`config.mk`:
```
export PLATFORM = sky130hd
export DESIGN_NAME = ifetch_queue
export DESIGN_NICKNAME = d
export VERILOG_FILES = /design/src/rtl/ifetch_queue.sv
export SDC_FILE = /design/constraint.sdc
export NUM_CORES = 1
export LEC_CHECK = 0
export CAP_MARGIN = 30
export CORE_MARGIN = 2
export CORE_UTILIZATION = 42
export DETAILED_ROUTE_END_ITERATION = 6
export PLACE_DENSITY = 0.66
export SLEW_MARGIN = 0
export SYNTH_ARGS = -nofsm -noshare
export SYNTH_HDL_FRONTEND = slang
export SYNTH_SLANG_ARGS = --single-unit
```
`constraint.sdc`:
```
create_clock -name clk -period 3.3 [get_ports clk]
set_clock_uncertainty 0.2 [all_clocks]
set_input_delay 0.66 -clock clk [delete_from_list [all_inputs] [get_ports clk]]
set_output_delay 0.66 -clock clk [all_outputs]
set_load 0.01 [all_outputs]
```
`src/rtl/ifetch_queue.sv`:
```
// Instruction fetch front end: fetches aligned 32-bit words, splits them into 16-bit parcels,
// and buffers them with their PCs. Redirects, mid-word entry and bus faults are handled here.
module ifetch_queue #(
    parameter int              RV       = 32,
    parameter int              QDEPTH   = 4,
    parameter logic [RV-1:0]   RESET_PC = '0
) (
    input  logic          clk,
    input  logic          reset,
    output logic          ireq,
    output logic [RV-1:0] iaddr,
    input  logic          iack,
    input  logic [31:0]   irdata,
    input  logic          ierr,
    input  logic          jump,
    input  logic [RV-1:0] jump_pc,
    input  logic          stall,
    output logic [15:0]   ins,
    output logic          idone,
    output logic [RV-1:0] ipc,
    output logic          ifault
);
    localparam int AW = (QDEPTH > 1) ? $clog2(QDEPTH) : 1;
    localparam int CW = AW + 1;
    localparam logic [CW-1:0] DEPTH_C = CW'(QDEPTH);
    localparam logic [RV-1:0] PC_MASK = {{(RV-1){1'b1}}, 1'b0};

    typedef enum logic [1:0] {S_IDLE, S_REQ, S_DISCARD, S_HALT} state_t;

    state_t        r_state;
    logic          r_ireq;
    logic [RV-1:0] r_iaddr;
    logic [RV-1:0] r_fetch_pc;

    logic [15:0]   r_q_ins [QDEPTH];
    logic [RV-1:0] r_q_pc  [QDEPTH];
    logic          r_q_flt [QDEPTH];
    logic [AW-1:0] r_head;
    logic [AW-1:0] r_tail;
    logic [CW-1:0] r_count;

    logic          w_take;
    logic [1:0]    w_push_n;
    logic [15:0]   w_d0;
    logic [RV-1:0] w_pc0;
    logic          w_f0;
    logic [RV-1:0] w_pc_hi;
    logic [CW-1:0] w_free;
    logic          w_pop;

    assign w_pc_hi = r_iaddr + RV'(2);
    assign w_free  = DEPTH_C - r_count;
    // A response coinciding with a redirect belongs to the old stream and is dropped.
    assign w_take  = (r_state == S_REQ) & iack & ~jump;

    always_comb begin
        w_push_n = 2'd0;
        w_d0     = irdata[15:0];
        w_pc0    = r_iaddr;
        w_f0     = 1'b0;
        if (w_take) begin
            if (ierr) begin
                w_push_n = 2'd1;
                w_d0     = 16'h0000;
                w_pc0    = r_fetch_pc;
                w_f0     = 1'b1;
            end else if (r_fetch_pc[1]) begin
                w_push_n = 2'd1;
                w_d0     = irdata[31:16];
                w_pc0    = w_pc_hi;
            end else begin
                w_push_n = 2'd2;
            end
        end
    end

    assign w_pop  = (r_count != '0) & ~stall & ~jump;
    assign idone  = w_pop;
    assign ins    = r_q_ins[r_head];
    assign ipc    = r_q_pc[r_head];
    assign ifault = r_q_flt[r_head];
    assign ireq   = r_ireq;
    assign iaddr  = r_iaddr;

    always_ff @(posedge clk or negedge reset) begin
        if (!reset) begin
            r_head  <= '0;
            r_tail  <= '0;
            r_count <= '0;
            for (int i = 0; i < QDEPTH; i++) begin
                r_q_ins[i] <= '0;
                r_q_pc[i]  <= RESET_PC & PC_MASK;
                r_q_flt[i] <= 1'b0;
            end
        end else if (jump) begin
            r_head  <= '0;
            r_tail  <= '0;
            r_count <= '0;
        end else begin
            if (w_push_n != 2'd0) begin
                r_q_ins[r_tail] <= w_d0;
                r_q_pc[r_tail]  <= w_pc0;
                r_q_flt[r_tail] <= w_f0;
            end
            if (w_push_n == 2'd2) begin
                r_q_ins[r_tail + AW'(1)] <= irdata[31:16];
                r_q_pc[r_tail + AW'(1)]  <= w_pc_hi;
                r_q_flt[r_tail + AW'(1)] <= 1'b0;
            end
            r_tail  <= r_tail + AW'(w_push_n);
            if (w_pop)
                r_head <= r_head + AW'(1);
            r_count <= r_count + CW'(w_push_n) - CW'(w_pop);
        end
    end

    always_ff @(posedge clk or negedge reset) begin
        if (!reset) begin
            r_state    <= S_IDLE;
            r_ireq     <= 1'b0;
            r_iaddr    <= {RESET_PC[RV-1:2], 2'b00};
            r_fetch_pc <= RESET_PC & PC_MASK;
        end else begin
            if (jump)
                r_fetch_pc <= jump_pc & PC_MASK;
            case (r_state)
                S_IDLE: begin
                    // Two free slots guarantee any response fits, even with pops stalled.
                    if (!jump && w_free >= CW'(2)) begin
                        r_state <= S_REQ;
                        r_ireq  <= 1'b1;
                        r_iaddr <= {r_fetch_pc[RV-1:2], 2'b00};
                    end
                end
                S_REQ: begin
                    if (jump) begin
                        if (iack) begin
                            r_state <= S_IDLE;
                            r_ireq  <= 1'b0;
                        end else begin
                            r_state <= S_DISCARD;
                        end
                    end else if (iack) begin
                        r_ireq <= 1'b0;
                        if (ierr) begin
                            r_state <= S_HALT;
                        end else begin
                            r_state    <= S_IDLE;
                            r_fetch_pc <= r_iaddr + RV'(4);
                        end
                    end
                end
                S_DISCARD: begin
                    if (iack) begin
                        r_state <= S_IDLE;
                        r_ireq  <= 1'b0;
                    end
                end
                S_HALT: begin
                    if (jump)
                        r_state <= S_IDLE;
                end
                default: begin
                    r_state <= S_IDLE;
                    r_ireq  <= 1'b0;
                end
            endcase
        end
    end
endmodule

```
==> metrics.md <==
| Metric | Value |
|---|---|
| Pre-antenna DRT Iters | 5 |
| Synth cell types | 58 |
| Ports | around 150 |
| Setup TNS | 0 ps |
| RSZ-0062 raised after global routing | no |
| Synthesized-area fraction occupied by and/or/nand/nor cells | 0.118 |
| WL final | 43800 µm |
| Mux cell area share after synthesis | 0.128 |
| Gr busiest metal | met2 |
| Netlist Area Pre-Place | about 14000 µm² |
| Xor-xnor portion of the synthesized cell area | 0.0203 |
| Worst min path class | input port to register |
| Met2 Usage GRT | 0.416 |
| Adder-cell share of the synthesized area | 0.0132 |
| Worst hold slack | 268 ps |
| Max_cap viols | 0 |
| Worst-Margin Slew | 606 ps |
| Compound-gate portion of the synthesized area | 0.186 |
| Max Slew Vio Count | 0 |
| Arrival time at the worst endpoint | ~2400 ps |
| Worst path most repeated cell | buf_12 |
| First-pass GRT wire length | 68000 µm |
| Clk slew on worst S/H paths | roughly 60 ps |
| Family with the most delay on the worst path | buffers and inverters |
| Clock sink count | 268 |
| Worst Setup End Kind | output pin |
| Layout cells sized above 1 | 0.191 |
| Row cnt | 66 |
| Status | finished clean |
| Core Util, Final | 0.525 |
| DR iter-0 viols | 968 |
| ANT cells | 0 |
| Global Route Usage Sum | 0.257 |
| Core area | between 30000 and 40000 µm² |
| Register bit total from synthesis | about 270 |
| GR Overflow Total | 0 |
| Clock buffer depth | 3 |
| Initial Util | 0.425 |
| Largest family of logic cells by synthesized area | compound AO/OA/AOI/OAI gates |
| Final period util | 0.980 |
| Final Hold Fails | 0 |
| Post-synthesis sequential area ratio | 0.486 |
| H-tree Lvls | 1 |
| CP required | 2440 ps |
| Most frequent cells in the layout | dfrtp_1, clkdlybuf4s50_1, nand2_1 |
| Min Tclk post-route | 3240 ps |
| Die X | 185 µm |
| Fmax achieved | 309 MHz |
| CP bufs+invs | 4 |
| WL/cell | 23.4 µm |
| Antenna violations before repair | 0 |
| Crit-path cells | buf_12 > buf_12 > buf_4 > mux4_2 > clkdlybuf4s50_1 |
| Final Setup Violations | 0 |
| I/O Buffers | 149 |
| Primary FF master, synth | dfrtp_1 |
| Leak Pwr | 0.00689 µW |
| TritonCTS buffer count | 30 |
| Final WS setup | 64.9 ps |
| Yosys warns | 0 |
| Largest stage delay on the critical path | 520 ps |
| EDFF count, synth | 0 |
| Clk Latency, worst-skew pair | 560 ps |
| Ys async rst share | 1.00 |
| Post-Synthesis Cells | 1298 |
| Max-slew headroom | 0.596 |
| Dpl ws | 77.0 ps |
| Met3 Usage GRT | 0.0435 |
| Vias | 11.6k |
| Number of global-route vias before repair | 11.7k |
| Nets | about 1.5k |
| GP Congestion | 0.828 |
| Via-to-Cell Ratio | 6.21 |
| Synth Area per Inst | 10.6 µm² |
| Most common cell after layout, fill and taps aside | dfrtp_1 |
| Worst vdd ir | 0.000501 V |
| DRC Markers | 0 |
| CP Class | register to output pin |
| Worst-path maximum fanout | 10 |
| Largest net degree at the start of global routing | between 80 and 90 |
| TritonCTS clock tree | yes |
| Remaining antenna violation count | 0 |
| Area delta synth->final | 23.4% |
| PD cells | 905 nW/µm² |
| Die extent in y | 185 µm |
| Met1 Track Usage GR | 0.349 |
| Slowest CP cell | dfrtp_4 |
| CTS Root Buffer Type | clkbuf_16 |
| Die area | ~34000 µm² |
| DPL Wire Length | 26900 µm |
| Crit start category | register |
-- cell usage after synthesis (all sizes together) (19+ instances only) --
| library cell | count | share of area |
|---|---|---|
| nand2 | 139 | 0.039 |
| nor2 | 115 | 0.031 |
| mux2 | 29 | 0.024 |
| a21oi | 108 | 0.039 |
| o22ai | 89 | 0.040 |
| clkbuf | 82 | 0.022 |
| dfrtp | 268 | 0.49 |
| nand3 | 23 | 0.0083 |
| mux2i | 34 | 0.025 |
| o221a | 62 | 0.051 |
| xor2 | 19 | 0.012 |
| o21ai | 23 | 0.0083 |
| buf | 59 | 0.022 |
| or3 | 32 | 0.015 |
| mux4 | 49 | 0.080 |
-- layer usage --
metal | vias up | part of all wire
li1 | 5066 | -
met1 | 5838 | 0.41
met2 | 632 | 0.47
met3 | 94 | 0.086
met4 | 0 | 0.033
met5 | - | 0
-- repair_timing --
item	CTS	global route
setup buffers	7	0
endpoints found under the hold margin	44	0
gates resized for setup	1	5
cloned	0	0
hold buffers	1	0
setup endpoints to repair	35	13
-- layout make-up --
cell class                 instances  area, µm²
timing repair buffer             218       2270
clock inverter                    14        110
multi-input combinational        877       6480
sequential                       268       6710
fill                            2828      15400
clock buffer                      41        863
tap                              442        553
inverter                          13       48.8
-- path summary, 6_finish.rpt --
| path | from | endpoint | slack, ps | depth (start not counted) |
|---|---|---|---|---|
| setup / recovery | r_head[0] | ipc[31] | 60 | 5 |
| hold / removal | jump | r_tail[0] | 270 | 2 |
| setup reg to reg | r_state[1] | r_count[2] | 410 | 13 |
| hold reg to reg | r_q_pc[33] | r_q_pc[33] | 290 | 1 |
| max in group asynchronous | reset | r_q_pc[79] | 1580 | 3 |
| min in group asynchronous | reset | r_q_pc[103] | 400 | 2 |
-- cell families after synthesis --
kind of cell | Yosys count
AO/OA/AOI/OAI | 361
XOR/XNOR | 32
adder cells (fa/ha/maj) | 14
buffers and inverters | 154
flip-flops | 268
multiplexers | 112
other | 1
AND/OR/NAND/NOR | 356
-- power breakdown --
part	internal (µW)	switching (µW)	total, µW
logic	3610	2630	6240
registers	4590	1310	5900
clock network	1900	1380	3290
-- sequential cells by signal, summed over array words and instances, names as in the netlist --
register	count
iaddr	30
ireq	1
r_count	3
r_fetch_pc	32
r_head	2
r_q_flt	4
r_q_ins	64
r_q_pc	128
r_state	2
r_tail	2
-- through the flow --
stage                     std cells  area (µm²)  power [µW]
after global routing           1873       17000       16300
after global placement         1810       16000       11900
after CTS                      1873       17000       15500
after detailed placement       1810       16000       12100
after floorplan                1299       13800        9340
final                          1873       17000       15400
No activity file was read; power rests on OpenSTA's default activity.
